<file path="src/rtl/zuart_pkg.sv">
// zuart_pkg: shared definitions for the UART transmit arbiter.
//   - tx_state_e : arbiter FSM encoding (IDLE / SEND / GAP)
//   - CLK_HZ, BAUD_DEFAULT, TIMEOUT_DEFAULT : fabric clock and default timing
//   - idx_w()    : index width for a requester count (clog2, minimum 1)
package zuart_pkg;

    localparam int CLK_HZ          = 48_000_000;
    localparam int BAUD_DEFAULT    = 115_200;
    localparam int TIMEOUT_DEFAULT = 8192;

    typedef enum logic [1:0] {
        ST_IDLE = 2'd0,
        ST_SEND = 2'd1,
        ST_GAP  = 2'd2
    } tx_state_e;

    function automatic int idx_w(input int n);
        return (n > 1) ? $clog2(n) : 1;
    endfunction

endpackage

</file>
<file path="src/rtl/zuart_rr_pick.sv">
// zuart_rr_pick: combinational round-robin search.
//   iValid : request vector
//   iPtr   : index where the search starts (wraps NReq-1 -> 0)
//   oAny   : at least one request present
//   oIdx   : first requesting index at or after iPtr
module zuart_rr_pick #(
    parameter int NReq = 4,
    parameter int IdxW = 2
) (
    input  logic [NReq-1:0] iValid,
    input  logic [IdxW-1:0] iPtr,
    output logic            oAny,
    output logic [IdxW-1:0] oIdx
);

    int j;

    // Walk offsets from farthest to nearest so the nearest hit overwrites.
    always_comb begin
        oAny = 1'b0;
        oIdx = '0;
        j    = 0;
        for (int off = NReq - 1; off >= 0; off--) begin
            j = int'(iPtr) + off;
            if (j >= NReq) j = j - NReq;
            if (iValid[j]) begin
                oAny = 1'b1;
                oIdx = IdxW'(j);
            end
        end
    end

endmodule

</file>
<file path="src/rtl/zuart_tx_arb.sv">
// zuart_tx_arb: round-robin sequencer sharing one UART byte transmitter
// among NReq requesters. One byte per grant; waits for the transmitter's
// done pulse (or a watchdog), holds off GapCycles+1 cycles, re-arbitrates.
//
// Ports:
//   iClk, iRstN            clock, async active-low reset
//   iReqValid/Data/Last    per-requester byte offer (Last used with lock)
//   oReqAck                one-cycle one-hot pulse when a byte is latched
//   oTxEn, oTxData         transmitter enable and byte
//   iTxDone                transmitter single-cycle done pulse
//   oGrantId               index of current/last grantee
//   oBusy                  high in SEND and GAP
//   oTimeout               one-cycle pulse on watchdog abort
//
// Optional: define ZUART_TXARB_LOCK_EN to keep the grant on one requester
// until it sends a byte flagged iReqLast (or its byte times out).
module zuart_tx_arb
    import zuart_pkg::*;
#(
    parameter int NReq          = 4,
    parameter int GapCycles     = 2,
    parameter int TimeoutCycles = TIMEOUT_DEFAULT,
    localparam int IdxW         = idx_w(NReq)
) (
    input  logic              iClk,
    input  logic              iRstN,
    input  logic [NReq-1:0]   iReqValid,
    input  logic [8*NReq-1:0] iReqData,
    input  logic [NReq-1:0]   iReqLast,
    output logic [NReq-1:0]   oReqAck,
    output logic              oTxEn,
    output logic [7:0]        oTxData,
    input  logic              iTxDone,
    output logic [IdxW-1:0]   oGrantId,
    output logic              oBusy,
    output logic              oTimeout
);

    localparam logic [7:0]  GAP_INIT   = 8'(GapCycles);
    localparam logic [15:0] TIMER_LAST = 16'(TimeoutCycles - 1);

    tx_state_e       state_q, state_d;
    logic [IdxW-1:0] ptr_q, ptr_d;
    logic [15:0]     timer_q, timer_d;
    logic [7:0]      gap_q, gap_d;
    logic [NReq-1:0] ack_q, ack_d;
    logic            tx_en_q, tx_en_d;
    logic [7:0]      tx_data_q, tx_data_d;
    logic [IdxW-1:0] grant_q, grant_d;
    logic            busy_q, busy_d;
    logic            timeout_q, timeout_d;

    logic            grant_fire, byte_done, byte_abort;
    logic [NReq-1:0] elig;
    logic            pick_any;
    logic [IdxW-1:0] pick_idx;

    zuart_rr_pick #(.NReq(NReq), .IdxW(IdxW)) u_pick (
        .iValid (elig),
        .iPtr   (ptr_q),
        .oAny   (pick_any),
        .oIdx   (pick_idx)
    );

`ifdef ZUART_TXARB_LOCK_EN
    // Locked to grant_q while a multi-byte packet is in flight.
    logic lock_q, lock_d, last_q, last_d;

    always_comb begin
        lock_d = lock_q;
        last_d = last_q;
        if (grant_fire) begin
            last_d = iReqLast[pick_idx];
            if (!iReqLast[pick_idx]) lock_d = 1'b1;
        end
        if ((byte_done && last_q) || byte_abort) lock_d = 1'b0;
    end

    always_ff @(posedge iClk or negedge iRstN) begin
        if (!iRstN) begin
            lock_q <= 1'b0;
            last_q <= 1'b0;
        end else begin
            lock_q <= lock_d;
            last_q <= last_d;
        end
    end

    assign elig = lock_q ? (iReqValid & (NReq'(1) << grant_q)) : iReqValid;
`else
    logic unused_last;
    assign unused_last = ^iReqLast;
    assign elig        = iReqValid;
`endif

    always_comb begin
        state_d    = state_q;
        ptr_d      = ptr_q;
        timer_d    = timer_q;
        gap_d      = gap_q;
        ack_d      = '0;
        tx_en_d    = tx_en_q;
        tx_data_d  = tx_data_q;
        grant_d    = grant_q;
        timeout_d  = 1'b0;
        grant_fire = 1'b0;
        byte_done  = 1'b0;
        byte_abort = 1'b0;

        case (state_q)
            ST_IDLE: begin
                if (pick_any) begin
                    grant_fire       = 1'b1;
                    tx_data_d        = iReqData[{pick_idx, 3'b000} +: 8];
                    grant_d          = pick_idx;
                    ack_d[pick_idx]  = 1'b1;
                    tx_en_d          = 1'b1;
                    ptr_d            = (pick_idx == IdxW'(NReq - 1)) ? '0 : pick_idx + IdxW'(1);
                    timer_d          = '0;
                    state_d          = ST_SEND;
                end
            end
            ST_SEND: begin
                timer_d = timer_q + 16'd1;
                // Done has priority over a watchdog expiring in the same cycle.
                if (iTxDone) begin
                    byte_done = 1'b1;
                    tx_en_d   = 1'b0;
                    gap_d     = GAP_INIT;
                    state_d   = ST_GAP;
                end else if (timer_q == TIMER_LAST) begin
                    byte_abort = 1'b1;
                    tx_en_d    = 1'b0;
                    timeout_d  = 1'b1;
                    gap_d      = GAP_INIT;
                    state_d    = ST_GAP;
                end
            end
            ST_GAP: begin
                // Counts GapCycles..0, giving GapCycles+1 cycles with oTxEn low.
                if (gap_q == 8'd0) state_d = ST_IDLE;
                else               gap_d   = gap_q - 8'd1;
            end
            default: state_d = ST_IDLE;
        endcase

        busy_d = (state_d != ST_IDLE);
    end

    always_ff @(posedge iClk or negedge iRstN) begin
        if (!iRstN) begin
            state_q   <= ST_IDLE;
            ptr_q     <= '0;
            timer_q   <= '0;
            gap_q     <= '0;
            ack_q     <= '0;
            tx_en_q   <= 1'b0;
            tx_data_q <= '0;
            grant_q   <= '0;
            busy_q    <= 1'b0;
            timeout_q <= 1'b0;
        end else begin
            state_q   <= state_d;
            ptr_q     <= ptr_d;
            timer_q   <= timer_d;
            gap_q     <= gap_d;
            ack_q     <= ack_d;
            tx_en_q   <= tx_en_d;
            tx_data_q <= tx_data_d;
            grant_q   <= grant_d;
            busy_q    <= busy_d;
            timeout_q <= timeout_d;
        end
    end

    assign oReqAck  = ack_q;
    assign oTxEn    = tx_en_q;
    assign oTxData  = tx_data_q;
    assign oGrantId = grant_q;
    assign oBusy    = busy_q;
    assign oTimeout = timeout_q;

endmodule

</file>
<file path="config.mk">
export PLATFORM = sky130hd
export DESIGN_NAME = zuart_tx_arb
export DESIGN_NICKNAME = d
export VERILOG_FILES = /design/src/rtl/zuart_pkg.sv /design/src/rtl/zuart_rr_pick.sv /design/src/rtl/zuart_tx_arb.sv
export SDC_FILE = /design/constraint.sdc
export NUM_CORES = 1
export LEC_CHECK = 0
export ABC_AREA = 1
export BUFFER_PORTS_ARGS = -buffer_cell sky130_fd_sc_hd__buf_4
export CAP_MARGIN = 20
export CORE_AREA = 2 2 109 111
export CTS_BUF_LIST = sky130_fd_sc_hd__clkbuf_2
export DETAILED_ROUTE_END_ITERATION = 8
export DIE_AREA = 0 0 111 113
export RECOVER_POWER = 50
export SETUP_SLACK_MARGIN = 0.3
export SLEW_MARGIN = 10
export SYNTH_ARGS = -nofsm -noshare
export SYNTH_HDL_FRONTEND = slang
export SYNTH_SLANG_ARGS = --single-unit
export TNS_END_PERCENT = 30
</file>
<file path="constraint.sdc">
create_clock -name iClk -period 3.2 [get_ports iClk]
set_input_delay 0.64 -clock iClk [delete_from_list [all_inputs] [get_ports iClk]]
set_output_delay 0.64 -clock iClk [all_outputs]
set_load 0.005 [all_outputs]
</file>
==> results of run 1 <==
routing by layer:
layer / part of all wire / global-route usage / vias up / routed length [µm]
met3: 0.035 / 0.0257 / 4 / 219
met1: 0.47 / 0.135 / 1148 / 2930
met4: 0.0074 / 0.0225 / 0 / 46
li1: - / - / 1287 / -
met2: 0.48 / 0.172 / 41 / 2990
met5: 0 / 0 / - / 0
synthesized netlist by cell type:
| master | instances |
|---|---|
| sky130_fd_sc_hd__nand2_1 | 92 |
| sky130_fd_sc_hd__o211ai_2 | 3 |
| sky130_fd_sc_hd__or2_2 | 1 |
| sky130_fd_sc_hd__nand2_4 | 5 |
| sky130_fd_sc_hd__inv_2 | 5 |
| sky130_fd_sc_hd__a31oi_1 | 2 |
| sky130_fd_sc_hd__o211ai_1 | 2 |
| sky130_fd_sc_hd__nand3_4 | 1 |
| sky130_fd_sc_hd__o21ai_1 | 5 |
| sky130_fd_sc_hd__o22ai_2 | 1 |
| sky130_fd_sc_hd__o21bai_1 | 1 |
| sky130_fd_sc_hd__nand3_2 | 1 |
| sky130_fd_sc_hd__xor2_1 | 4 |
| sky130_fd_sc_hd__buf_4 | 1 |
| sky130_fd_sc_hd__buf_2 | 2 |
| sky130_fd_sc_hd__a21boi_0 | 2 |
| sky130_fd_sc_hd__nor2_1 | 32 |
| sky130_fd_sc_hd__nor2_2 | 1 |
| sky130_fd_sc_hd__o22ai_1 | 1 |
| sky130_fd_sc_hd__dfrtp_1 | 45 |
| sky130_fd_sc_hd__buf_6 | 3 |
| sky130_fd_sc_hd__clkbuf_1 | 1 |
| sky130_fd_sc_hd__o21ai_2 | 3 |
| sky130_fd_sc_hd__ha_1 | 6 |
| sky130_fd_sc_hd__o21ai_0 | 16 |
| sky130_fd_sc_hd__nor2_8 | 1 |
| sky130_fd_sc_hd__nand3_1 | 46 |
| sky130_fd_sc_hd__xnor2_2 | 1 |
| sky130_fd_sc_hd__nor3_1 | 3 |
| sky130_fd_sc_hd__a32o_1 | 1 |
| sky130_fd_sc_hd__a21oi_1 | 6 |
| sky130_fd_sc_hd__nand4_1 | 7 |
| sky130_fd_sc_hd__a22o_1 | 1 |
| sky130_fd_sc_hd__nand2_2 | 6 |
| sky130_fd_sc_hd__a21oi_4 | 1 |
| sky130_fd_sc_hd__inv_1 | 58 |
| sky130_fd_sc_hd__nor2_4 | 2 |
cells by family after synthesis:
| logic type | count (synthesis) | synth area share |
|---|---|---|
| simple gates | 198 | 0.335 |
| buf+inv | 70 | 0.105 |
| compound gates | 45 | 0.109 |
| flops | 45 | 0.405 |
| fa+ha+maj | 6 | 0.0270 |
| xor+xnor | 5 | 0.0185 |
cell type report:
| type | instances | area share |
|---|---|---|
| clock buffer | 6 | 0.00894 |
| clock inverter | 2 | 0.00298 |
| inverter | 63 | 0.0704 |
| multi-input combinational | 254 | 0.405 |
| sequential | 45 | 0.335 |
| tap | 143 | 0.0533 |
| timing repair buffer | 57 | 0.124 |
state kept, by name, summed over array words and instances, names as in the netlist, 2 cells and up:
register	count
ptr_q	2
state_q	2
gap_q	8
timer_q	16
oTxData	8
oGrantId	2
oReqAck	4
power groups by stage:
| stage | combinational, mW | sequential, mW | clock [mW] |
|---|---|---|---|
| final | 1.83 | 0.847 | 0.235 |
| after global routing | 2.06 | 0.871 | 0.277 |
| after CTS | 1.86 | 0.853 | 0.250 |
| after detailed placement | 1.87 | 0.862 | 0 |
| after global placement | 1.83 | 0.860 | 0 |
| after floorplan | 1.42 | 0.854 | 0 |
cell usage in the layout, fill, tap and decap left out, types with 6 or more instances in the layout:
master and count:
sky130_fd_sc_hd__a21oi_1 6, sky130_fd_sc_hd__inv_1 58, sky130_fd_sc_hd__nand4_1 7, sky130_fd_sc_hd__nand3_1 46
sky130_fd_sc_hd__nand2_1 92, sky130_fd_sc_hd__clkbuf_2 6, sky130_fd_sc_hd__nor2_1 32, sky130_fd_sc_hd__ha_1 6
sky130_fd_sc_hd__dfrtp_1 45, sky130_fd_sc_hd__clkbuf_4 6, sky130_fd_sc_hd__buf_4 48, sky130_fd_sc_hd__nand2_2 6
sky130_fd_sc_hd__o21ai_0 16
final timing paths:
check                                start  cells after the start    endpoint  slack (ns)
worst max-delay path                 iRstN                      1  oTxData[5]        0.96
worst min-delay path               iTxDone                      2    oTimeout        0.38
worst max register to register  timer_q[0]                      9    gap_q[3]        0.97
worst min register to register       oTxEn                      2       oTxEn        0.51
max in group iClk               timer_q[0]                      9    gap_q[3]        0.97
min in group asynchronous            iRstN                      1    ptr_q[1]        0.92
stage by stage:
stage	instance area, µm²	hold WS, ns
global placement	3330	0.481
detailed placement	3330	0.464
finish	3360	0.385
global route	3360	0.322
floorplan	2780	0.344
CTS	3370	0.197
==> flow_summary_export.csv, run 1 <==
group,metric,value,unit
layout,multi_input_comb_area,1360,µm²
cts,tritoncts,"built",
placed_design,place.gp.congestion,0.846,
global_routing,grt_use_total,0.103,
timing,setup_viol,0,
setup_path,critPathCaptureType,"async pin",
timing,fin_crit,2.24,ns
floorplanning,start_util,0.246,
setup_path,crit_family,"buffers and inverters",
timing,final_hold_violating_endpoints,0,
setup_path,number_of_buffer_and_inverter_instances_along_the_worst_setup_path,1,
global_routing,antenna_found_initial,0,
timing,post_route_clock_period_utilization,0.700,
timing,totalNegativeSetupSlack,0,ns
global_routing,grt_pass1_wl,10800,µm
placed_design,pre_cts_ws,0.964,ns
detailed_routing,detail_route.wl_per_cell,10.8,µm
power_and_ir_drop,post-layout-total-power,2.91,mW
outcome,violations_in_the_final_reports,"capacitance limit, slew limit",
detailed_routing,via_per_inst,4.35,
setup_path,crit_fanout,45,
synthesis,synth.cell_area,2780,µm²
synthesis,synth_cell_types,37,
detailed_routing,drc_errors,0,
layout,n_antenna_cell,0,
floorplanning,design.die.area,12500,µm²
layout,stdcell_count,570,
power_and_ir_drop,power.sequential.fraction,0.291,
global_routing,grt_pass1_vias,2376,
power_and_ir_drop,total_switching_power,1.47,mW
floorplanning,core-area,11300,µm²
layout,register_area,1130,µm²
floorplanning,rows,39,
cts,cts.htree.levels,2,
hold_path,hold_path_class,"in -> reg",
global_routing,globalRoute.totalOverflow,0,
cts,cts-buffers-inserted,5,
setup_path,start_kind,"input pin",
power_and_ir_drop,internal-power,1.44,mW
timing,fin_ws,0.959,ns
cts,post_cts.resized_instances,0,
power_and_ir_drop,total_leakage_power,1.71,nW
cts,postCtsSetupRepairBufs,0,
placed_design,placed_cells_incl_taps,562,
synthesis,synthCells,369,
power_and_ir_drop,p_per_area,867,nW/µm²
detailed_routing,final_antenna_net_count,0,
floorplanning,width_of_the_die,111,µm
synthesis,syn-num-nets,418,
synthesis,synth_area_leaders,"sky130_fd_sc_hd__dfrtp_1, sky130_fd_sc_hd__nand2_1, sky130_fd_sc_hd__nand3_1",
cts,cts.sink_count,45,
floorplanning,ioPinCount,60,
layout,fin_util,0.298,
job,cap_violations,1,
timing,grt_setup_unrepaired,"no",
power_and_ir_drop,max-vdd-ir-drop,425,µV
layout,n_fill_cell,1218,
setup_path,path_cells,"clkbuf_1",
synthesis,synth-warning-count,0,
setup_path,crit_path_top_delay_cell,"sky130_fd_sc_hd__clkbuf_1",
timing,fin_skew,0.0181,ns
detailed_routing,finalWirelength,6180,µm
synthesis,mapped_avg_cell_area,7.53,µm²
synthesis,synth-seq-area-share,0.405,
timing,maxSlewHeadroom,-0.577,
setup_path,crit_type,"in -> async",
timing,report.final.slew_viol_count,46,
power_and_ir_drop,clock_power_share,0.081,
timing,tightestPinTransition,2.37,ns
power_and_ir_drop,power_switching_share,0.506,
placed_design,numPortBuffers,55,
cts,cts.clk_slew.worst_paths,0.20,ns
layout,fin_nets,475,
cts,ctsRootBufferMaster,"sky130_fd_sc_hd__clkbuf_2",
floorplanning,fp.dieH,113,µm
setup_path,cp_data_required_time,3.27,ns
detailed_routing,detailedRoute.firstPassIterationCount,5,
setup_path,critPathArrivalTime,2.31,ns
timing,max_clock_freq,446,MHz
placed_design,hpwl,4760,µm
layout,area.growth.synth_to_final,20.9,%
cts,clock_latency_on_the_worst_skew_pair,0.40,ns
cts,clock_path_buffers,2,
detailed_routing,detailedRoute.firstIterationViolations,94,
outcome,run_status,"complete, but fails checks",
synthesis,netlist.area_leader.share,0.405,
synthesis,synthDominantAreaCellType,"sky130_fd_sc_hd__dfrtp_1",
setup_path,crit_path_max_incr_delay,1.65,ns
power_and_ir_drop,power.share.combinational,0.628,
synthesis,synth.ff_latch_count,45,
cts,cts_hold_buf,0,
detailed_routing,dr_total_vias,2480,
layout,fraction_of_layout_instances_using_a_drive_strength_above_1,0.220,
global_routing,grt_start_max_net_pins,46,
Note: power is estimated with default switching activity, not from simulation.
==> inputs of run 2 (changes only) <==
==> constraint.sdc (replaced) <==
create_clock -name iClk -period 1.95 [get_ports iClk]
set_input_delay 0.39 -clock iClk [delete_from_list [all_inputs] [get_ports iClk]]
set_output_delay 0.39 -clock iClk [all_outputs]
set_load 0.005 [all_outputs]
==> run 2 against run 1 <==
Effect of this change:
- the run now ends clean
- worst hold slack got worse by 0.27 ns
- core utilization increased by 6.3 points
- wire length increased by 17%
- non-clock buffer count increased by 34
- final area increased by 21%
- die area unchanged
==> flow_summary_export.csv, run 2 (synthesized netlist as in run 1, its figures left out) <==
group,metric,value,unit
detailed_routing,via_per_inst,4.50,
floorplanning,core-area,11300,µm²
detailed_routing,detailedRoute.firstIterationViolations,136,
layout,largest_register_ff_count,16,
floorplanning,ioPinCount,60,
global_routing,grt_pass1_vias,2622,
layout,fin_nets,511,
setup_path,cp_data_required_time,2.28,ns
detailed_routing,detail_route.wl_per_cell,11.9,µm
detailed_routing,detailedRoute.firstPassIterationCount,4,
hold_path,hold_path_class,"in -> reg",
floorplanning,fp.dieH,113,µm
placed_design,numPortBuffers,55,
timing,grt_setup_unrepaired,"yes",
placed_design,place.gp.congestion,0.809,
power_and_ir_drop,post-layout-total-power,6.34,mW
cts,cts-buffers-inserted,5,
setup_path,crit_path_max_incr_delay,0.50,ns
power_and_ir_drop,p_per_area,1560,nW/µm²
timing,report.final.slew_viol_count,0,
timing,post_route_clock_period_utilization,0.946,
layout,area.growth.synth_to_final,46.4,%
layout,final_std_cell_area_no_fill,4070,µm²
timing,final_hold_violating_endpoints,0,
timing,fin_crit,1.84,ns
cts,tritoncts,"built",
floorplanning,start_util,0.246,
floorplanning,width_of_the_die,111,µm
timing,max_clock_freq,542,MHz
detailed_routing,final_antenna_net_count,0,
cts,cts.htree.levels,2,
detailed_routing,finalWirelength,7200,µm
setup_path,crit_type,"reg -> reg",
layout,final_common_cell,"sky130_fd_sc_hd__nand2_1",
job,cap_violations,0,
timing,fin_skew,0.0136,ns
timing,maxSlewHeadroom,0.226,
setup_path,crit_fanout,6,
cts,clock_latency_on_the_worst_skew_pair,0.42,ns
global_routing,grt_pass1_wl,11800,µm
cts,ctsRootBufferMaster,"sky130_fd_sc_hd__clkbuf_2",
global_routing,grt_start_max_net_pins,46,
power_and_ir_drop,max-vdd-ir-drop,654,µV
detailed_routing,dr_total_vias,2730,
cts,clock_path_buffers,2,
timing,tightestPinTransition,1.16,ns
detailed_routing,drc_errors,0,
global_routing,globalRoute.totalOverflow,0,
cts,cts.clk_slew.worst_paths,0.22,ns
global_routing,grt_use_total,0.113,
layout,max_flop_register,"timer_q",
setup_path,crit_path_top_delay_cell,"sky130_fd_sc_hd__dfrtp_2",
setup_path,critPathArrivalTime,2.18,ns
setup_path,critPathCaptureType,"flop",
outcome,run_status,"completed",
layout,layout.cells.most_common_list,"sky130_fd_sc_hd__nand2_1, sky130_fd_sc_hd__buf_4, sky130_fd_sc_hd__inv_1",
floorplanning,rows,39,
setup_path,crit_family,"simple AND/OR/NAND/NOR gates",
setup_path,critical-path-top-cell-by-count,"sky130_fd_sc_hd__nand2_4",
timing,setup_viol,0,
placed_design,hpwl,4990,µm
floorplanning,design.die.area,12500,µm²
setup_path,path_cells,"buf_12 > o21ai_4 > nand2_2 > nand3_4 > nand2_4 > nand2_4 > nand2_4 > buf_4 > ha_1 > inv_1 > nor2_1",
setup_path,start_kind,"flop",
power_and_ir_drop,total_leakage_power,2.00,nW
layout,n_antenna_cell,0,
global_routing,antenna_found_initial,0,
cts,cts.sink_count,45,
placed_design,dpl-instance-area,3480,µm²
setup_path,number_of_buffer_and_inverter_instances_along_the_worst_setup_path,3,
layout,fraction_of_layout_instances_using_a_drive_strength_above_1,0.413,
## run 2: cell types whose count changed in the layout (fill, tap and decap cells not counted), sizes merged
cell         change
dlygate4sd3      +1
nand2            +2
clkbuf           -1
buf             +34
## run 2: where the power goes
part	switching, mW	leakage (nW)	internal [mW]
registers	0.213	0.583	1.22
logic	2.58	1.38	1.94
clock network	0.305	0.0327	0.0902
total	3.10	2.00	3.25
## run 2: timing repair
item,CTS,global route
hold buffers,1,0
setup endpoints to repair,44,45
hold endpoints to repair,45,0
cloned,4,0
pin swaps,17,36
setup buffers,6,12
gates resized for setup,29,73
## run 2: area by class of cell
cell class / count / area (µm²)
inverters: 63 / 246
flip-flops and latches: 45 / 1130
clock buffers: 6 / 30.0
multi-input cells: 256 / 1730
fillers: 1164 / 7210
repair buffers: 91 / 741
well taps: 143 / 179
clock inverters: 2 / 10.0
## run 2: through the flow
stage,cells,worst slack (ns),hold slack (ns),TNS (ns),utilization
3_5_place_dp,575,0.00795,0.441,0,0.309
3_3_place_gp,575,0.0554,0.442,0,0.309
2_1_floorplan,369,0.197,0.0944,0,-
4_1_cts,594,0.101,0.100,0,0.330
6_report,606,0.106,0.110,0,0.361
5_1_grt,606,-0.0273,0.0584,-0.0273,0.361
## run 2: worst paths after layout
path,slack [ns],cells past startpoint,end,start
hold reg to reg,0.52,2,oTxEn,oTxEn
max in group asynchronous,0.47,2,ptr_q[0],iRstN
setup reg to reg,0.11,11,oReqAck[2],ptr_q[0]
setup / recovery,0.11,11,oReqAck[2],ptr_q[0]
hold / removal,0.11,2,oTimeout,iTxDone
min in group asynchronous,0.71,2,gap_q[3],iRstN
## run 2: per-layer routing
layer	global-route usage	wire [µm]	vias up
met2	0.203	3660	49
li1	-	-	1372
met3	0.0241	253	10
met4	0.0283	82	0
met5	0	0	-
met1	0.140	3200	1299
